[config.mk]
export PLATFORM = sky130hd
export DESIGN_NAME = key_debouncer
export DESIGN_NICKNAME = d
export VERILOG_FILES = /design/src/rtl/key_debouncer_pkg.sv /design/src/rtl/debounce_cell.sv /design/src/rtl/key_debouncer.sv
export SDC_FILE = /design/constraint.sdc
export NUM_CORES = 1
export LEC_CHECK = 0
export BUFFER_PORTS_ARGS = -buffer_cell sky130_fd_sc_hd__buf_2
export CORE_ASPECT_RATIO = 2
export CORE_MARGIN = 5
export CORE_UTILIZATION = 65
export CTS_BUF_LIST = sky130_fd_sc_hd__clkbuf_16
export CTS_CLUSTER_SIZE = 14
export DETAILED_ROUTE_END_ITERATION = 12
export PLACE_DENSITY = 0.85
export RECOVER_POWER = 50
export SYNTH_ARGS = -nofsm -noshare
export SYNTH_HDL_FRONTEND = slang
export SYNTH_SLANG_ARGS = --single-unit
[constraint.sdc]
create_clock -name clk_clk -period 5.9 [get_ports clk_clk]
set_input_delay 0.59 -clock clk_clk [delete_from_list [all_inputs] [get_ports clk_clk]]
set_output_delay 0.59 -clock clk_clk [all_outputs]
set_load 0.02 [all_outputs]
[src/rtl/key_debouncer_pkg.sv]
// Shared constants and repeat-FSM state type for the key debouncer.
package key_debounce_pkg;

  localparam int unsigned DB_CYCLES_DEF    = 500_000;
  localparam int unsigned REPEAT_DELAY_DEF = 25_000_000;
  localparam int unsigned REPEAT_RATE_DEF  = 5_000_000;

  typedef enum logic [1:0] {
    RPT_IDLE  = 2'd0,
    RPT_DELAY = 2'd1,
    RPT_RUN   = 2'd2
  } repeat_state_t;

endpackage

[src/rtl/debounce_cell.sv]
// One key: 2-flop synchronizer, stability counter, clean level, edge pulses and,
// with KEY_REPEAT_EN defined, the auto-repeat FSM.
module debounce_cell
  import key_debounce_pkg::*;
#(
  parameter int unsigned DB_CYCLES    = DB_CYCLES_DEF
`ifdef KEY_REPEAT_EN
  ,
  parameter int unsigned REPEAT_DELAY = REPEAT_DELAY_DEF,
  parameter int unsigned REPEAT_RATE  = REPEAT_RATE_DEF
`endif
) (
  input  logic clk,
  input  logic rst_n,
  input  logic key_n_raw,
  output logic key_n_clean,
  output logic press_pulse,
  output logic release_pulse
`ifdef KEY_REPEAT_EN
  ,
  output logic repeat_pulse
`endif
);

  localparam int unsigned CW = $clog2(DB_CYCLES + 1);

  logic [1:0]    sync_q, sync_d;
  logic [CW-1:0] cnt_q, cnt_d;
  logic          clean_q, clean_d;
  logic          out_q, out_d;
  logic          press_q, press_d;
  logic          rel_q, rel_d;

  // The accepted level passes through one output register; the pulses are
  // registered on the same edge so level and pulse change together.
  always_comb begin
    sync_d  = {sync_q[0], key_n_raw};
    cnt_d   = cnt_q;
    clean_d = clean_q;
    if (sync_q[1] == clean_q) begin
      cnt_d = '0;
    end else if (cnt_q == CW'(DB_CYCLES - 1)) begin
      clean_d = sync_q[1];
      cnt_d   = '0;
    end else begin
      cnt_d = cnt_q + CW'(1);
    end
    out_d   = clean_q;
    press_d = out_q & ~clean_q;
    rel_d   = ~out_q & clean_q;
  end

  always_ff @(posedge clk or negedge rst_n) begin
    if (!rst_n) begin
      sync_q  <= '1;
      cnt_q   <= '0;
      clean_q <= 1'b1;
      out_q   <= 1'b1;
      press_q <= 1'b0;
      rel_q   <= 1'b0;
    end else begin
      sync_q  <= sync_d;
      cnt_q   <= cnt_d;
      clean_q <= clean_d;
      out_q   <= out_d;
      press_q <= press_d;
      rel_q   <= rel_d;
    end
  end

  assign key_n_clean   = out_q;
  assign press_pulse   = press_q;
  assign release_pulse = rel_q;

`ifdef KEY_REPEAT_EN
  localparam int unsigned TMAX = (REPEAT_DELAY > REPEAT_RATE) ? REPEAT_DELAY : REPEAT_RATE;
  localparam int unsigned TW   = (TMAX > 2) ? $clog2(TMAX) : 1;

  repeat_state_t rpt_state_q, rpt_state_d;
  logic [TW-1:0] timer_q, timer_d;
  logic          rpt_q, rpt_d;

  // Driven from the pre-register press/release terms so the FSM is aligned
  // with the cycle in which press_pulse becomes visible.
  always_comb begin
    rpt_state_d = rpt_state_q;
    timer_d     = timer_q;
    rpt_d       = 1'b0;
    if (rel_d) begin
      rpt_state_d = RPT_IDLE;
      timer_d     = '0;
    end else begin
      case (rpt_state_q)
        RPT_IDLE: begin
          if (press_d) begin
            rpt_state_d = RPT_DELAY;
            timer_d     = '0;
          end
        end
        RPT_DELAY: begin
          if (timer_q == TW'(REPEAT_DELAY - 1)) begin
            rpt_state_d = RPT_RUN;
            rpt_d       = 1'b1;
            timer_d     = '0;
          end else begin
            timer_d = timer_q + TW'(1);
          end
        end
        RPT_RUN: begin
          if (timer_q == TW'(REPEAT_RATE - 1)) begin
            rpt_d   = 1'b1;
            timer_d = '0;
          end else begin
            timer_d = timer_q + TW'(1);
          end
        end
        default: begin
          rpt_state_d = RPT_IDLE;
          timer_d     = '0;
        end
      endcase
    end
  end

  always_ff @(posedge clk or negedge rst_n) begin
    if (!rst_n) begin
      rpt_state_q <= RPT_IDLE;
      timer_q     <= '0;
      rpt_q       <= 1'b0;
    end else begin
      rpt_state_q <= rpt_state_d;
      timer_q     <= timer_d;
      rpt_q       <= rpt_d;
    end
  end

  assign repeat_pulse = rpt_q;
`endif

endmodule

[src/rtl/key_debouncer.sv]
// Debounces N_KEYS active-low push-buttons and keeps a sticky press-capture register.
// Define KEY_REPEAT_EN to build the per-key auto-repeat FSM.
module key_debouncer
  import key_debounce_pkg::*;
#(
  parameter int unsigned N_KEYS       = 4,
  parameter int unsigned DB_CYCLES    = DB_CYCLES_DEF,
  parameter int unsigned REPEAT_DELAY = REPEAT_DELAY_DEF,
  parameter int unsigned REPEAT_RATE  = REPEAT_RATE_DEF
) (
  input  logic              clk_clk,
  input  logic              reset_reset_n,
  input  logic [N_KEYS-1:0] key_n_in,
  output logic [N_KEYS-1:0] key_n_clean,
  output logic [N_KEYS-1:0] press_pulse,
  output logic [N_KEYS-1:0] release_pulse,
  output logic [N_KEYS-1:0] capture,
  input  logic [N_KEYS-1:0] capture_clr,
  output logic [N_KEYS-1:0] repeat_pulse
);

  logic [N_KEYS-1:0] capture_q, capture_d;

  for (genvar i = 0; i < N_KEYS; i++) begin : g_key
    debounce_cell #(
      .DB_CYCLES    (DB_CYCLES)
`ifdef KEY_REPEAT_EN
      ,
      .REPEAT_DELAY (REPEAT_DELAY),
      .REPEAT_RATE  (REPEAT_RATE)
`endif
    ) u_cell (
      .clk           (clk_clk),
      .rst_n         (reset_reset_n),
      .key_n_raw     (key_n_in[i]),
      .key_n_clean   (key_n_clean[i]),
      .press_pulse   (press_pulse[i]),
      .release_pulse (release_pulse[i])
`ifdef KEY_REPEAT_EN
      ,
      .repeat_pulse  (repeat_pulse[i])
`endif
    );
  end

`ifndef KEY_REPEAT_EN
  // Repeat timing parameters still participate so overrides stay legal; result is constant 0.
  localparam logic RPT_TIE = 1'b0 && (REPEAT_DELAY != 0) && (REPEAT_RATE != 0);
  assign repeat_pulse = {N_KEYS{RPT_TIE}};
`endif

  // Set has priority over clear so a press coinciding with a clear is kept.
  always_comb begin
    capture_d = (capture_q & ~capture_clr) | press_pulse | repeat_pulse;
  end

  always_ff @(posedge clk_clk or negedge reset_reset_n) begin
    if (!reset_reset_n) begin
      capture_q <= '0;
    end else begin
      capture_q <= capture_d;
    end
  end

  assign capture = capture_q;

endmodule

======== Word-level counts from Yosys, hierarchy flattened ========
Cells that the tools add are included.
word-level totals
  logic and storage cells ................. 72
  latch bits .............................. 0
  memories ................................ 0
  output and inout bits ................... 20
  RAM bits ................................ 0
  memory bits (read-only) ................. 0
  flip-flop bits (word level) ............. 104
  bits of input ports ..................... 10
operators by class
  multiplexer cells ....................... 8
  add/sub/neg operators ................... 4
  equal/unequal tests ..................... 8
  reduce and logical (&&, ||, !) cells .... 4
  shifts and indexed selects .............. 0
  div/mod/pow operators ................... 0
  magnitude comparators ................... 0
  bitwise operators ....................... 23
  $mul .................................... 0
operator list
  kind                                           count
  2-to-1 mux 19 bit                              8
  adder 19 x 1 -> 19 bit, second input constant  4
  equality test 19 bit, second input constant    4
  inverter 1 bit                                 12
  bitwise AND 1 bit                              8
  AND reduction 2 bit                            4
  bitwise AND 4 bit                              1
  equality test 1 bit                            4
  inverter 4 bit                                 1
  bitwise OR 4 bit                               1

======== Logic depth before layout (Yosys ltp) ========
Gate-level depths: netlist of the first run.
  word-level depth ........................ 3
  gate-level depth with buffers ........... 7
  gate-level depth less buffers ........... 5

======== By module ========
Synthesis of the first run repeated with hierarchy kept, for this count alone.
second synthesis, totals
  cells, all modules ...................... 457
  area, all modules ....................... 4688.2 um^2
modules (own cells, without submodules)
  module         area each (um^2)  seq. area each (um^2)  cells each  times used
  debounce_cell  1127.3            630.6                  110         4
  key_debouncer  178.9             100.1                  17          1

======== Worst setup path before layout of the first run ========
No wires, ideal clock.
  path kind ............................... reg-to-reg
  start ................................... register g_key[3].u_cell.cnt_q[6]
  end ..................................... register g_key[3].u_cell.cnt_q[10]
  data required time ...................... 5781 ps
  library setup time ...................... 119 ps
  path buffers ............................ 1
  stages on the path, launching flop included .. 6
  period minus slack after synthesis ...... 2150 ps
  arrival ................................. 2032 ps
  path slack .............................. 3750 ps
  cells stage by stage .................... dfrtp_1 or4b_1 or4_4 o41ai_4 buf_6 nor2_1
on the way
  longest elaborated chain between the ends .. 3
  elaborated cells between the ends (all ways) .. 4
  those cells by class .................... 1 x add/sub; 1 x eq/ne; 2 x mux
RTL lines
  element                                                         RTL line                                  source
  start: declaration                                              debounce_cell.sv:28                       logic [CW-1:0] cnt_q, cnt_d;
  start signal: assignment                                        debounce_cell.sv:63                       cnt_q <= cnt_d;
  adder 19 x 1 -> 19 bit or equality test 19 bit (tied branches)  debounce_cell.sv:46, debounce_cell.sv:42
  2-to-1 mux 19 bit *                                             debounce_cell.sv:42                       end else if (cnt_q == CW'(DB_CYCLES - 1)) begin
  2-to-1 mux 19 bit *                                             debounce_cell.sv:40                       if (sync_q[1] == clean_q) begin
  named net g_key[3].u_cell.cnt_d[10]                             debounce_cell.sv:28
The timed path passes the listed nets; every way through them passes the cells marked *.
A chain may end at the register's enable or synchronous reset.

==> run metrics, run 1 <==
outcome finished, violations left; failing checks max-capacitance violations, max-slew violations; largest area contributor in the netlist dfrtp_1; CP required 6.02 ns; clock sinks roughly 100; period utilization 0.517; FF+latch area 2620 um2; vias 3,372; placed instance area 4890 um2; switching share of power 0.203; CP cell instances clkbuf_1 -> clkbuf_2; number of DRC markers in iteration 0 between 200 and 250; P_int 1150 uW; r2r setup slk 3.34 ns; Die Area 9290 um2; peak supply drop 0.196 mV; vias in the first global route 3,583; Top Metal Used met4; critical path buffer and inverter count 2; final hold vios 0; Setup Fix Bufs, Post-CTS 0; FP Rows 44; WL per Instance 15.8 um; most instantiated cells after synthesis dfrtp_1 (88), nor2_1 (62), xnor2_1 (28), xor2_1 (25), nand4_1 (23); Final Net Count 484; H-tree depth 3; Post-Synthesis Cells approximately 460; post-DR vias/cell between 5 and 6; met2 wire length around 5 mm; WS Path Type in2async; Logic pwr share 0.029; # setup viols final 0; RSZ-0062 raised after global routing false; remaining antenna violation count 0; pwr/cell area between 200 and 300 nW/um2; count leader, synth dfrtp_1; worst skew pair latency 0.34 ns; Hold WC Path Type in2reg; cts hold-fix bufs 0; Seq cells post-synth between 100 and 150; Final Critical Period ~3 ns; Worst EP arrival roughly 3.2 ns; CTS Root Cell clkbuf_16; DRC viols 0; top_reg_cell synth dfrtp_1; Final HPWL DP 5.94 mm; multi-input logic area between 1500 and 2000 um2; layout cells sized above 1 0.0989; Mean Syn Cell Area 10.5 um2; Area growth syn-to-layout 8.54%; CTS tree yes; worst r2r dst g_key[3].u_cell.cnt_q[13]; WL met3 281 um; clock-pin slew on the worst setup and hold paths 0.07 ns; LEAKAGE about 0.0022 uW; skew final 0.00373 ns; Layout Utilization 0.721; Psw 291 uW; CTS Buf Count 9; Pins Over Slew Limit between 100 and 150; sequential power share 0.510; Synth area leaders dfrtp_1 (46%), dfstp_2 (8.8%), xnor2_1 (5.1%); fmax 328 MHz; setup TNS 0 ns; Max transition margin -0.181; RD Place Congestion approximately 0.9; Post-Syn Area 4790 um2; core area a little over 7000 um2; number of max-cap violations 2; maximum clock insertion buffer count 2; Final Cell Area 5200 um2; Total GRT Usage 0.208; Die H 131 um; Synth Warn # 0; DR pass1 iterations 4; CP max FO 76; Worst setup SP type input port; wire length on met1 3.30 mm; Die Wd around 71 um; hold wc startpoint key_n_in[2]; RR Startpoint g_key[3].u_cell.cnt_q[9]; post_cts resized 0; CP Capture Type asynchronous set/reset pin; initial antenna violation count 0; filler cell count 528; CP delay by family, top buffers and inverters; actual slew at the worst max-slew pin between 1.5 and 2 ns; worst-case reg-to-reg path depth 4; Netlist cell types 41; power share of the clock group 0.461; Slowest-stage cell, CP clkbuf_2; worst hold stages 1; Hold Crit Endpoint g_key[2].u_cell.sync_q[0]; Starting Density 0.664; I/O pin count 30; Seq/Total Area, Yosys 0.547; area share of the largest cell type after synthesis 0.460; GRT overflow 0; CP max stage delay ~1.5 ns; PortBufs 25; largest net degree at the start of global routing between 70 and 80; diodes inserted 0; first-pass GRT wire length 15.7 mm; wirelength, routed about 9 mm; number of enable flip-flop cells after synthesis 0; Post-synth ARST share 1.00
[state kept, by name (all words and copies together), names as in the netlist]
name and flops:
g_key.u_cell.cnt_q 76, g_key.u_cell.sync_q 8, capture 4, g_key.u_cell.clean_q 4
g_key.u_cell.key_n_clean 4, g_key.u_cell.press_pulse 4, g_key.u_cell.release_pulse 4
[area by class of cell]
cell class	count	area share
flip-flops and latches	104	0.504
clock buffers	9	0.0433
clock inverters	7	0.0214
repair buffers	26	0.0212
multi-input cells	312	0.375
inverters	17	0.0123
well taps	92	0.0221
[cell families (layout without fill, tap and decap cells)]
family                     after synthesis  after routing  share of synthesized area
other                                    1              4                   0.000783
AOI/OAI and AO/OA                       45             45                     0.0598
DFF                                    104            104                      0.547
buffers and inverters                   42             59                     0.0475
xor gates and xnor gates                53             53                     0.0969
muxes                                    4              4                    0.00940
and+or+nand+nor                        202            202                      0.228
adders and majority gates                4              4                     0.0104
[worst reg2reg max path, delay by kind of cell, from the launching register on]
family / cells / cell delay (ns)
flops: 1 / 0.43
compound gates: 1 / 0.78
simple gates: 3 / 1.19
[cell usage in the layout, fill, tap and decap left out, types with 2 or more instances in the layout]
cell / count
nor4_1: 7
or3_1: 11
and4_1: 8
a21oi_1: 19
xor2_1: 25
bufinv_16: 3
and2_0: 3
buf_2: 9
ha_1: 4
or4b_1: 2
clkbuf_1: 16
nand2_1: 21
o21ai_2: 2
nor2b_1: 8
and2_1: 2
dfrtp_1: 88
o21ai_0: 10
a21o_1: 4
or4_1: 13
clkbuf_16: 9
dfstp_2: 12
nor3_1: 7
nor2_1: 62
xnor2_1: 28
o31ai_1: 7
nand3b_1: 2
dfstp_1: 4
conb_1: 4
mux2_2: 4
inv_1: 18
nand3_1: 21
nor4b_1: 3
nand4_1: 23
and3_1: 3
[how the worst max path moves through the flow]
stage | start | endpoint | slack (ns) | depth (start not counted)
after floorplan | g_key[3].u_cell.cnt_q[6] | g_key[3].u_cell.cnt_q[10] | 3.75 | 5
after global placement | g_key[3].u_cell.cnt_q[9] | g_key[3].u_cell.cnt_q[5] | 3.50 | 4
after detailed placement | g_key[3].u_cell.cnt_q[9] | g_key[3].u_cell.cnt_q[13] | 3.37 | 4
after CTS | g_key[3].u_cell.cnt_q[9] | g_key[3].u_cell.cnt_q[13] | 3.35 | 4
after global routing | reset_reset_n | g_key[3].u_cell.cnt_q[15] | 2.09 | 2
final | reset_reset_n | g_key[2].u_cell.cnt_q[8] | 2.85 | 2
[stage by stage]
step	worst slack (ns)	instances	power (uW)	hold slack, ns
floorplan	3.75	458	769	0.294
global placement	3.50	551	786	0.345
detailed placement	3.37	551	789	0.347
CTS	3.35	567	1450	0.165
global route	2.09	567	1480	0.327
finish	2.85	567	1440	0.339
[power groups by stage]
stage	logic [uW]	registers (uW)	clock network [uW]
2_1_floorplan	24.4	744	0
3_3_place_gp	41.2	745	0
3_5_place_dp	42.7	746	0
4_1_cts	43.1	734	674
5_1_grt	48.8	734	699
6_report	41.0	733	663
[metal layers]
layer / vias to the layer above / track usage
met4: 0 / 0.116
met3: 29 / 0.0405
met5: - / 0
li1: 1604 / -
met2: 64 / 0.365
met1: 1675 / 0.231
Note: power is estimated with default switching activity, not from simulation.
==> run 2: changes to the inputs <==
Settings changed: CORE_UTILIZATION 65 to 54, PLACE_DENSITY 0.85 to 0.75.
Clock period 5.9 ns to 2.6 ns, I/O delays scaled along.
==> run 2 against run 1 <==
  * The flow now finishes without violations
  * Wire length shrank 2.4%
  * Critical path depth grew 3
  * Via count is 0.39% higher
  * Non-clock buffer count rose by 12
  * Clock-buffer cell count stayed put
  * Critical endpoint is now g_key[3].u_cell.cnt_q[2]
  * Largest power group unchanged
  * Highest routed layer unchanged
==> run metrics, run 2 (same netlist as run 1, synthesis figures left out) <==
WS Path Type reg2reg; RR Startpoint g_key[3].u_cell.cnt_q[9]; Hold WC Path Type in2reg; Final Net Count 496 (+2.5%); first-pass GRT wire length 15.3 mm (-2.8%); vias 3,385 (+0.39%); Largest regs g_key.u_cell.cnt_q (76), g_key.u_cell.sync_q (8); clock-pin slew on the worst setup and hold paths 0.07 ns (about the same); number of DRC markers in iteration 0 196 (-18%); skew final 0.00613 ns (+0.00240 ns); LEAKAGE 0.00223 uW (+0.99%); filler cell count 737 (+40%); CP max FO 18 (-76%); maximum clock insertion buffer count 2 (unchanged); Starting Density 0.554 (-0.110); WL per Instance 14.9 um (-5.7%); CTS Root Cell clkbuf_16; sequential power share 0.548 (+0.038); clock sinks 104 (unchanged); diodes inserted 0 (unchanged); Final Critical Period about 2.1 ns; wirelength, routed 8.75 mm (-2.4%); CTS tree yes; Psw 696 uW (+140%); Die Area 11,000 um2 (+18%); worst skew pair latency 0.34 ns (about the same); post-DR vias/cell 5.77 (-3.0%); commonest non-fill, non-tap cell in the layout dfrtp_1; max reg flops 76 (unchanged); # setup viols final 0 (unchanged); I/O pin count 30 (unchanged); GRT overflow 0 (unchanged); Die H 143 um (+9.0%); Hold Crit Endpoint g_key[2].u_cell.sync_q[0]; outcome completed; FP Rows 48 (+9.1%); Logic pwr share 0.036 (+0.007); Setup Fix Bufs, Post-CTS 0 (unchanged); switching share of power 0.229 (+0.0267); r2r setup slk 0.47 ns (-2.87 ns); PortBufs 25 (unchanged); actual slew at the worst max-slew pin 1.31 ns (-0.464 ns); remaining antenna violation count 0 (unchanged); post_cts resized 0 (unchanged); DR pass1 iterations 5 (+1); H-tree depth 3 (unchanged); Final HPWL DP 6.01 mm (+1.3%); worst-case reg-to-reg path depth 5 (+1); RD Place Congestion 0.778 (-12%); Area growth syn-to-layout 9.87%; vias in the first global route 3,509 (-2.1%); Die Wd 76.6 um (+8.3%); Worst EP arrival 2.35 ns (-0.82 ns); worst r2r dst g_key[3].u_cell.cnt_q[2]; hold wc startpoint key_n_in[2]; initial antenna violation count 0 (unchanged); RSZ-0062 raised after global routing false; CP Capture Type flop; Min Hold Slack 0.0107 ns (-0.328 ns); power share of the clock group 0.416 (-0.045); layout cells sized above 1 0.111 (+0.0119); number of max-cap violations 0 (-2); pwr/cell area 577 nW/um2 (+110%); P_int 2340 uW (+100%); peak supply drop 0.472 mV (+140%); setup TNS 0 ns (unchanged); Pins Over Slew Limit 0 (-100%); most frequent cells in the layout dfrtp_1 (88), nor2_1 (62), xnor2_1 (28); register with the most flip-flops g_key.u_cell.cnt_q; DRC viols 0 (unchanged); largest net degree at the start of global routing 54 (-30%); final hold vios 0 (unchanged); Max transition margin 0.129 (+0.310); worst hold stages 1 (unchanged); CTS Buf Count 9 (unchanged); period utilization 0.819; fmax about 470 MHz; Worst setup SP type flop; core area 8650 um2 (+20%); CP required 2.82 ns (-3.20 ns); Total GRT Usage 0.170 (-0.0383)
## run 2: changes by cell type in the layout (fill, tap and decap cells not counted), sizes merged
cell / change
bufinv: -3
inv: +3
clkinvlp: +1
dlygate4sd3: +4
clkinv: -1
clkbuf: +2
buf: +6
## run 2: area by class of cell
cell class	count	area, um2	area share
clock buffer	9	225	0.0428
clock inverter	7	55.1	0.0105
inverter	17	63.8	0.0121
multi-input combinational	312	1950	0.371
sequential	104	2620	0.498
tap	100	125	0.0238
timing repair buffer	38	220	0.0418
## run 2: worst max path at each step
stage | startpoint | endpoint | depth (start not counted)
2_1_floorplan | g_key[3].u_cell.cnt_q[6] | g_key[3].u_cell.cnt_q[10] | 5
3_3_place_gp | g_key[3].u_cell.cnt_q[9] | g_key[3].u_cell.clean_q | 4
3_5_place_dp | g_key[3].u_cell.cnt_q[9] | g_key[3].u_cell.cnt_q[6] | 5
4_1_cts | g_key[3].u_cell.cnt_q[9] | g_key[3].u_cell.cnt_q[2] | 5
5_1_grt | g_key[3].u_cell.cnt_q[9] | g_key[3].u_cell.cnt_q[6] | 5
6_report | g_key[3].u_cell.cnt_q[9] | g_key[3].u_cell.cnt_q[2] | 5
## run 2: through the flow
| stage | setup slack (ns) | total power [uW] | cells | cell area, um2 | utilization |
|---|---|---|---|---|---|
| final | 0.472 | 3040 | 587 | 5260 | 0.609 |
| after global routing | 0.403 | 3170 | 587 | 5260 | 0.609 |
| after CTS | 0.467 | 3070 | 584 | 5260 | 0.608 |
| after detailed placement | 0.478 | 1800 | 567 | 4970 | 0.575 |
| after global placement | 0.465 | 1800 | 567 | 4970 | 0.575 |
| after floorplan | 0.450 | 1740 | 458 | 4800 | - |
## run 2: power groups by stage
| stage | registers [uW] | clock network [uW] | logic, uW |
|---|---|---|---|
| 2_1_floorplan | 1690 | 0 | 55.4 |
| 3_3_place_gp | 1690 | 0 | 104 |
| 3_5_place_dp | 1690 | 0 | 108 |
| 4_1_cts | 1660 | 1300 | 110 |
| 5_1_grt | 1670 | 1380 | 127 |
| 6_report | 1660 | 1260 | 109 |
## run 2: critical path, stage by stage, from the launching register on
cell     delay, ns
dfrtp_1       0.43
or4b_1        0.51
or4_4         0.51
o41ai_4       0.20
buf_4         0.28
nor2_1        0.08
## run 2: what timing repair did
| item | CTS | global route |
|---|---|---|
| setup endpoints to repair | 0 | 0 |
| endpoints found under the hold margin | 44 | 3 |
| hold buffers | 1 | 3 |
## run 2: metal layers
layer | up-vias | GRT usage | share of wire | wire length, um
met1 | 1688 | 0.180 | 0.39 | 3380
met3 | 21 | 0.0372 | 0.027 | 233
met2 | 52 | 0.315 | 0.56 | 4910
li1 | 1624 | - | - | -
met4 | 0 | 0.0820 | 0.025 | 220
met5 | - | 0 | 0 | 0
==> run 3: changes to the inputs <==
Settings changed: ABC_AREA from default to 1, CORE_UTILIZATION 54 to 61, PLACE_DENSITY 0.75 to 0.8.
Clock period 2.6 ns to 2.2 ns, I/O delays scaled along.
==> run 3 against run 2 <==
  * Utilization up 6.7 points
  * Cell count rose by 44%
  * Largest power group unchanged
  * Flip-flop and latch count unchanged
  * Critical path type is now in2async
  * Combinational power grew 23%
  * Register-to-register slack better by 0.26 ns
  * Power up 23%
==> run metrics, run 3 <==
outcome completed; PortBufs 25 (unchanged); Setup Fix Bufs, Post-CTS 0 (unchanged); Die Wd 77.4 um (+0.99%); WS Path Type in2async; DRC viols 0 (unchanged); most frequent cells in the layout nor2_1 (189), nand2_1 (118), inv_1 (88), dfrtp_1 (88), nand3_1 (51); DR pass1 iterations 4 (-1); CP max stage delay 0.85 ns (+0.34 ns); largest net degree at the start of global routing 48 (-11%); RR Startpoint g_key[3].u_cell.cnt_q[0]; peak supply drop 0.692 mV (+47%); actual slew at the worst max-slew pin 1.15 ns (-0.161 ns); CP max FO 47 (+29); # placed instances 823 (+45%); initial antenna violation count 0 (unchanged); most instantiated cells after synthesis nor2_1 (189), nand2_1 (118), dfrtp_1 (88), inv_1 (86), nand3_1 (51); Worst setup SP type input port; Max transition margin 0.237 (+0.107); setup TNS 0 ns (unchanged); Pins Over Slew Limit 0 (unchanged); CTS Buf Count 9 (unchanged); worst skew pair latency 0.35 ns (about the same); Total GRT Usage 0.214 (+0.0439); Die Area 11,200 um2 (+2.1%); Synth area leaders dfrtp_1 (40%), nor2_1 (13%), nand2_1 (8.0%); largest area contributor in the netlist dfrtp_1; final hold vios 0 (unchanged); CTS tree yes; Hold WC Path Type in2reg; diodes inserted 0 (unchanged); register with the most flip-flops g_key.u_cell.cnt_q; commonest non-fill, non-tap cell in the layout nor2_1; Starting Density 0.618 (+0.0644); Synth Warn # 0 (unchanged); first-pass GRT wire length 19.4 mm (+27%); Seq/Total Area, Yosys 0.474 (-0.0736); clock sinks 104 (unchanged); CP Capture Type asynchronous set/reset pin; CP required 2.67 ns (-0.15 ns); Post-Syn Area 5540 um2 (+16%); maximum clock insertion buffer count 2 (unchanged); Final Non-Filler Cells 844 (+44%); count leader, synth nor2_1; FP Rows 49 (+2.1%); Netlist cell types 33 (-20%); RSZ-0062 raised after global routing false; crit path from reset_reset_n; vias in the first global route 4,576 (+30%); LEAKAGE 0.00261 uW (+17%); Seq cells post-synth 104 (unchanged); area share of the largest cell type after synthesis 0.398 (-0.0618); post-DR vias/cell 5.26 (-8.7%); Final Net Count 751 (+51%); layout cells sized above 1 0.124 (+0.0131); top_reg_cell synth dfrtp_1; vias 4,442 (+31%); max reg flops 76 (unchanged); Final Critical Period approximately 1.5 ns; remaining antenna violation count 0 (unchanged); RD Place Congestion 0.945 (+22%); period utilization 0.694; pwr/cell area 619 nW/um2 (+7.3%); # setup viols final 0 (unchanged); WL per Instance 13.2 um (-12%); clock-pin slew on the worst setup and hold paths 0.07 ns (about the same); core area 8950 um2 (+3.5%); CTS Root Cell clkbuf_16; Slowest-stage cell, CP clkbuf_2; Die H 145 um (+1.1%); Post-Synthesis Cells 708 (+56%); H-tree depth 3 (unchanged); CP cell instances dlygate4sd3_1 -> clkbuf_2 -> buf_4; fmax 655 MHz; Largest regs g_key.u_cell.cnt_q (76), g_key.u_cell.sync_q (8); number of DRC markers in iteration 0 271 (+38%); skew final 0.00551 ns (-0.000621 ns); Final HPWL DP 8.29 mm (+38%); Mean Syn Cell Area 7.82 um2 (-26%); Post-synth ARST share 1.00 (unchanged); GRT overflow 0 (unchanged); number of max-cap violations 0 (unchanged); I/O pin count 30 (unchanged); Area growth syn-to-layout 9.22%; Worst EP arrival 1.99 ns (-0.36 ns); number of enable flip-flop cells after synthesis 0 (unchanged); wirelength, routed 11.1 mm (+27%); hold wc startpoint capture_clr[3]
==> run 3: per-stage QoR <==
stage / setup slack, ns / power, uW / hold WS (ns) / util / cell area (um2)
floorplan: 0.930 / 2060 / -0.0756 / - / 5550
global placement: 0.828 / 2120 / 0.259 / 0.638 / 5710
detailed placement: 0.753 / 2130 / 0.263 / 0.638 / 5710
CTS: 0.740 / 3790 / 0.0422 / 0.677 / 6060
global route: 0.396 / 3900 / 0.0438 / 0.675 / 6050
finish: 0.672 / 3740 / 0.0443 / 0.675 / 6050
==> run 3: cell families (layout without fill, tap and decap cells) <==
| family | after synthesis | count (layout) | share of synthesized area |
|---|---|---|---|
| AOI/OAI and AO/OA | 35 | 35 | 0.0346 |
| xor gates and xnor gates | 39 | 39 | 0.0671 |
| adders and majority gates | 4 | 4 | 0.00904 |
| buffers and inverters | 109 | 140 | 0.0857 |
| DFF | 104 | 104 | 0.474 |
| other | 1 | 4 | 0.000677 |
| and+or+nand+nor | 416 | 416 | 0.329 |
==> run 3: critical path: cells and delay by family <==
| kind | cells | cell delay [ns] |
|---|---|---|
| buffers and inverters | 3 | 1.75 |
==> run 3: worst paths after layout <==
check	cells past startpoint	to	slack, ns
worst min-delay path	2	capture[3]	0.04
worst max-delay path	3	g_key[0].u_cell.sync_q[0]	0.67
max in group clk_clk	6	g_key[3].u_cell.cnt_q[17]	0.73
worst max register to register	6	g_key[3].u_cell.cnt_q[17]	0.73
min in group asynchronous	2	capture[3]	0.64
worst min register to register	0	g_key[1].u_cell.sync_q[1]	0.36
==> run 3: cell type report <==
class | count | area [um2]
Sequential cell | 104 | 2620
Inverter | 91 | 344
Tap cell | 102 | 128
Multi-Input combinational cell | 498 | 2450
Fill cell | 732 | 2910
Clock buffer | 9 | 225
Clock inverter | 7 | 81.3
Timing Repair Buffer | 33 | 195
==> run 3: per-layer routing <==
layer,GRT usage,wire length [um],vias to the layer above
met2,0.396,6130,103
li1,-,-,2202
met5,0,0,-
met4,0.122,521,0
met3,0.0390,341,49
met1,0.223,4130,2088
==> run 3: timing repair <==
item / 4_1_cts / 5_1_grt
hold endpoints to repair: 39 / 0
hold buffers: 5 / 0
gates resized for setup: 0 / 0
==> run 3: where the power goes <==
part	switching [uW]	internal, uW
Clock	665	980
Combinational	92.6	41.7
Sequential	18.2	1940
Total	776	2970
